$ cat src/rtl/game_seq.sv
// Game-state sequencer: run/jump/duck/over FSM, jump height, freeze, score ticks and speed level.
// Latency: every output is registered and updates one clk after the qualifying tick edge.
// Backpressure: none, paced by tick only. Ducking is compiled in only when GAME_SEQ_DUCK_EN is defined.
module game_seq #(
    parameter int JUMP_MAX     = 48,
    parameter int JUMP_STEP    = 4,
    parameter int HANG_TICKS   = 2,
    parameter int SCORE_DIV    = 4,
    parameter int SPEED_PERIOD = 64,
    parameter int OVER_WAIT    = 32
) (
    input  logic       clk,
    input  logic       rst_n,
    input  logic       tick,
    input  logic       up_btn,
    input  logic       down_btn,
    input  logic       hit,
    output logic [2:0] state,
    output logic       freeze,
    output logic [5:0] y,
    output logic       ducking,
    output logic       score_tick,
    output logic       score_clr,
    output logic [2:0] speed
);

    typedef enum logic [2:0] {
        S_IDLE = 3'd0,
        S_RUN  = 3'd1,
        S_RISE = 3'd2,
        S_HANG = 3'd3,
        S_FALL = 3'd4,
        S_OVER = 3'd5
    } state_t;

    localparam logic [6:0] JMAX7      = 7'(JUMP_MAX);
    localparam logic [6:0] JSTEP7     = 7'(JUMP_STEP);
    localparam logic [7:0] HANG_LAST  = 8'(HANG_TICKS - 1);
    localparam logic [7:0] SCORE_LAST = 8'(SCORE_DIV - 1);
    localparam logic [7:0] SPEED_LAST = 8'(SPEED_PERIOD - 1);
    localparam logic [7:0] OVER_DONE  = 8'(OVER_WAIT);

    state_t     state_q;
    logic       up_q;
    logic       hit_l;
    logic [7:0] hang_cnt;
    logic [7:0] score_cnt;
    logic [7:0] run_cnt;
    logic [7:0] wait_cnt;

    logic       duck_req;
    logic       active;
    logic       up_rise;
    logic       go_over;
    logic       start_run;
    logic       bad_state;
    logic [6:0] y_sum;
    logic [5:0] y_up;
    logic [5:0] y_dn;

`ifdef GAME_SEQ_DUCK_EN
    assign duck_req = down_btn;
`else
    assign duck_req = down_btn & 1'b0;
`endif

    assign active    = (state_q == S_RUN) || (state_q == S_RISE) ||
                       (state_q == S_HANG) || (state_q == S_FALL);
    assign up_rise   = up_btn & ~up_q;
    assign go_over   = tick && active && hit_l;
    assign start_run = tick && up_rise &&
                       ((state_q == S_IDLE) || ((state_q == S_OVER) && (wait_cnt >= OVER_DONE)));
    assign bad_state = (3'(state_q) > 3'd5);

    // Height is summed one bit wider and clamped at the peak so it can never wrap.
    assign y_sum = {1'b0, y} + JSTEP7;
    assign y_up  = (y_sum >= JMAX7) ? JMAX7[5:0] : y_sum[5:0];
    assign y_dn  = y - JSTEP7[5:0];

    assign state = 3'(state_q);

    always_ff @(posedge clk or negedge rst_n) begin
        if (!rst_n) begin
            state_q    <= S_IDLE;
            freeze     <= 1'b1;
            y          <= 6'd0;
            ducking    <= 1'b0;
            score_tick <= 1'b0;
            score_clr  <= 1'b0;
            speed      <= 3'd0;
            up_q       <= 1'b0;
            hit_l      <= 1'b0;
            hang_cnt   <= 8'd0;
            score_cnt  <= 8'd0;
            run_cnt    <= 8'd0;
            wait_cnt   <= 8'd0;
        end else begin
            score_tick <= 1'b0;
            score_clr  <= 1'b0;
            if (tick) begin
                up_q <= up_btn;
            end
            // Latch a collision on any cycle so a one-clock hit between ticks survives.
            if (hit && active) begin
                hit_l <= 1'b1;
            end

            if (bad_state) begin
                state_q <= S_IDLE;
                freeze  <= 1'b1;
                ducking <= 1'b0;
            end else if (go_over) begin
                state_q  <= S_OVER;
                hit_l    <= 1'b0;
                freeze   <= 1'b1;
                ducking  <= 1'b0;
                wait_cnt <= 8'd0;
            end else if (start_run) begin
                state_q   <= S_RUN;
                freeze    <= 1'b0;
                y         <= 6'd0;
                ducking   <= 1'b0;
                speed     <= 3'd0;
                score_clr <= 1'b1;
                hang_cnt  <= 8'd0;
                score_cnt <= 8'd0;
                run_cnt   <= 8'd0;
                wait_cnt  <= 8'd0;
                hit_l     <= 1'b0;
            end else if (tick) begin
                if (active) begin
                    if (score_cnt >= SCORE_LAST) begin
                        score_cnt  <= 8'd0;
                        score_tick <= 1'b1;
                    end else begin
                        score_cnt <= score_cnt + 8'd1;
                    end
                    if (run_cnt >= SPEED_LAST) begin
                        run_cnt <= 8'd0;
                        if (speed != 3'd7) begin
                            speed <= speed + 3'd1;
                        end
                    end else begin
                        run_cnt <= run_cnt + 8'd1;
                    end
                end

                case (state_q)
                    S_RUN: begin
                        if (up_btn) begin
                            state_q <= S_RISE;
                            ducking <= 1'b0;
                        end else begin
                            ducking <= duck_req;
                        end
                    end
                    S_RISE: begin
                        y <= y_up;
                        if (y_up == JMAX7[5:0]) begin
                            state_q  <= S_HANG;
                            hang_cnt <= 8'd0;
                        end
                    end
                    S_HANG: begin
                        if (hang_cnt >= HANG_LAST) begin
                            state_q  <= S_FALL;
                            hang_cnt <= 8'd0;
                        end else begin
                            hang_cnt <= hang_cnt + 8'd1;
                        end
                    end
                    S_FALL: begin
                        if ({1'b0, y} <= JSTEP7) begin
                            y       <= 6'd0;
                            state_q <= S_RUN;
                        end else begin
                            y <= y_dn;
                        end
                    end
                    S_OVER: begin
                        if (wait_cnt < OVER_DONE) begin
                            wait_cnt <= wait_cnt + 8'd1;
                        end
                    end
                    default: ;
                endcase
            end
        end
    end

endmodule

$ cat config.mk
export PLATFORM = sky130hd
export DESIGN_NAME = game_seq
export DESIGN_NICKNAME = d
export VERILOG_FILES = /design/src/rtl/game_seq.sv
export SDC_FILE = /design/constraint.sdc
export NUM_CORES = 1
export LEC_CHECK = 0
export ABC_CLOCK_PERIOD_IN_PS = 1900
export BUFFER_PORTS_ARGS = -buffer_cell sky130_fd_sc_hd__buf_4
export CAP_MARGIN = 20
export CORE_MARGIN = 5
export CORE_UTILIZATION = 26
export DETAILED_ROUTE_END_ITERATION = 10
export PLACE_DENSITY = 0.41
export RECOVER_POWER = 50
export REMOVE_ABC_BUFFERS = 1
export SLEW_MARGIN = 20
export SYNTH_ARGS = -nofsm -noshare
export SYNTH_HDL_FRONTEND = slang
export SYNTH_SLANG_ARGS = --single-unit
$ cat constraint.sdc
create_clock -name clk -period 1.9 [get_ports clk]
set_input_delay 0.095 -clock clk [delete_from_list [all_inputs] [get_ports clk]]
set_output_delay 0.095 -clock clk [all_outputs]
set_load 0.01 [all_outputs]
==> flow_summary.yaml <==
power_and_ir_drop:
  comb_power_share_pct: 57.2
  power_leakage_nw: 1.754
  switching_share_pct: 39.83
  clock_power_share_pct: 15.0
  switchingPower_mw: 2.075
  power.internal_mw: 3.135
  irDropWorstVdd_mv: 0.6180
  power_density_nw_per_um2: 1401
  p_seq_share_pct: 27.9
global_route:
  overflow: 0
  grt_pass1_vias: 2303
  grt_use_total_pct: 10.94
  grt_first_pass_wirelength_mm: 11.56
  grt_antenna_before_repair: 0
  grt_start_max_net_pins: 50
clock_network:
  cts.clk_slew.worst_paths_ps: 100
  cts_tree: "yes"
  cts_sinks: 49
  cts_buffers: 5
  clk_latency_ps: 310
  cts.htree.levels: 2
  cts_root_buffer: "clkbuf_8"
  cts_buffer_depth: 2
floorplan:
  start_util_pct: 26.77
  die_height_um: 113.3
  dieArea_um2: 12840
  fp.dieW_um: 113.3
  num_io_pins: 22
  core_region_area_um2: 10370
  placementRows: 37
drt:
  ant_nets: 0
  wl_per_cell_um: 13.88
  drt-initial-drc-count: 109
  drc: 0
  finalWirelength_mm: 6.830
  viasPerCell: 4.770
  firstDrtPassIters: 4
  vias: 2347
sta:
  setup_tns_ps: -19.00
  max_freq_ghz: 0.5211
  drv_slew: 0
  slew_headroom_pct: 16.49
  hold_viol_final: 0
  finClkSkew_ps: 10.14
  rsz0062_at_grt: "true"
  worst_pin_slew_ps: 1253
  timing.final.crit_share_pct: 101.0
  whs_ps: 31.29
  setup_viol: 2
  final.min_clock_period_ps: 1919
  postLayoutSetupSlackWorst_ps: -18.87
yosys:
  async_flop_share_pct: 100.0
  syn_area_per_cell_um2: 9.916
  synthCells: 280
  synth-main-ff-cell: "dfrtp_1"
  seq_area_frac_synth_pct: 44.21
  synth-seq-cells: 49
  syn-cell-area_um2: 2776
  ys_types: 65
  yosys_warnings: 0
  synth_edf_count: 0
critical_path:
  slowest_delay_ps: 530
  cp.required_ps: 2090
  rrSetupSlack_ps: -20
  crit-reg2reg-capture: "run_cnt[3]$_DFFE_PN0P_"
  worst_setup_path_end_kind: "register"
  startpoint_type: "register"
  critPathTopFamily: "compound AO/OA/AOI/OAI gates"
  cp-endpoint: "run_cnt[3]$_DFFE_PN0P_"
  timing.rr.start: "state[0]$_DFFE_PN0P_"
  setup.worst_path.start: "state[0]$_DFFE_PN0P_"
  critPathArrivalTime_ps: 2110
  cp_max_fo: 5
  crit_path_top_delay_cell: "a2111o_2"
  path_depth: 7
  path_cells: "or2_1, a2111o_2, inv_4, buf_6, nor3_1, o31ai_1, o21ai_1"
  r2r_cells: 7
  crit_type: "reg -> reg"
  crit_buf_inv: 2
outcome:
  violations: "setup timing"
  outcome: "complete, but fails checks"
cells_and_area:
  syn2layout_area_growth_pct: 33.98
  mostFrequentLayoutCell: "buf_4"
  num_antenna_cells: 0
  mostFrequentLayoutCells: "73 x buf_4, 45 x dfrtp_1, 19 x nor2_1"
  finalNetCount: 373
  drive_gt1_share_pct: 35.39
  final_cell_count_no_fill: 492
placement:
  pre_cts_slack_ps: -120.5
  place_inst: 479
  hpwl_mm: 4.897
  port_buffers: 19
  place_congestion: 0.7882
flow_run:
  drv_cap: 0
hold_path:
  holdCritPathClass: "in -> reg"
-- per-layer routing --
metal | global-route usage [%] | routed length, um | vias up
met2 | 16.51 | 3007 | 30
met1 | 16.24 | 3580 | 1146
met3 | 1.497 | 173 | 4
met5 | 0 | 0 | -
li1 | - | - | 1167
met4 | 3.125 | 69 | 0
-- worst min-delay path by stage --
stage                      start                       to  slack, ps  cells after the start
after floorplan            rst_n  hang_cnt[0]$_DFFE_PN0P_       -200                      0
after global placement     rst_n         y[3]$_DFFE_PN0P_        180                      1
after detailed placement   rst_n         y[3]$_DFFE_PN0P_        180                      1
after CTS                    hit          hit_l$_DFF_PN0_         20                      3
after global routing      up_btn         up_q$_DFFE_PN0P_         60                      2
final                        hit          hit_l$_DFF_PN0_         30                      3
-- flip-flops by register name, indices dropped and copies added, names as in the netlist, 3 cells and up --
name	count
y	6
run_cnt	8
speed	3
wait_cnt	8
state	3
hang_cnt	8
score_cnt	8
-- worst min-delay path, cell delays in order --
cell and delay (ps):
buf_4 80, a21oi_1 50, nor2_1 80
-- power groups by stage --
| stage | clock network (mW) | registers, mW | logic (mW) |
|---|---|---|---|
| final | 0.780 | 1.45 | 2.98 |
| after global routing | 0.859 | 1.49 | 3.31 |
| after CTS | 0.820 | 1.44 | 2.81 |
| after detailed placement | 0 | 1.46 | 2.78 |
| after global placement | 0 | 1.46 | 2.79 |
| after floorplan | 0 | 1.56 | 1.35 |
-- kinds of logic (layout without fill, tap and decap cells) --
family / after synthesis / in the layout / share of synthesized area [%]
XOR/XNOR: 6 / 6 / 1.893
AND/OR/NAND/NOR: 110 / 110 / 22.49
multiplexers: 8 / 8 / 3.244
AO/OA/AOI/OAI: 72 / 72 / 18.34
buffers and inverters: 22 / 98 / 4.281
adder cells (fa/ha/maj): 12 / 12 / 5.408
other: 1 / 1 / 0.1351
flip-flops: 49 / 49 / 44.21
-- layout make-up --
class                   count  area [um2]
inverters                   9       36.28
clock inverters             3       43.79
well taps                 136       170.2
flip-flops and latches     49        1231
repair buffers             81       619.3
clock buffers               5       68.82
fillers                  1082        6650
multi-input cells         209        1550
-- Yosys cell counts, drive strengths merged, types with 8 or more instances --
cell	instances	area share (%)
o21ai	19	3.6
nor2	22	3.2
buf	10	2.7
nor2b	8	1.8
dfrtp	48	43
and2	8	1.8
and3	8	1.8
nand3	12	2.2
ha	12	5.4
nand2	18	2.4
inv	9	1.2
o31ai	8	2.2
a21oi	11	2.0
nor3	8	1.6
-- metrics by stage --
step | power, mW | cell area, um2 | utilization (%)
final | 5.211 | 3720 | 35.87
after CTS | 5.073 | 3580 | 34.52
after global placement | 4.245 | 3432 | 33.10
after floorplan | 2.909 | 2691 | -
after global routing | 5.660 | 3720 | 35.87
after detailed placement | 4.233 | 3432 | 33.10
-- what timing repair did --
item	4_1_cts	5_1_grt
resized for setup	8	29
hold endpoints to repair	48	0
pin swaps	2	7
hold buffers	1	0
buffers inserted	0	4
endpoints found under the setup margin	23	31
(Power assumes the default switching activity.)
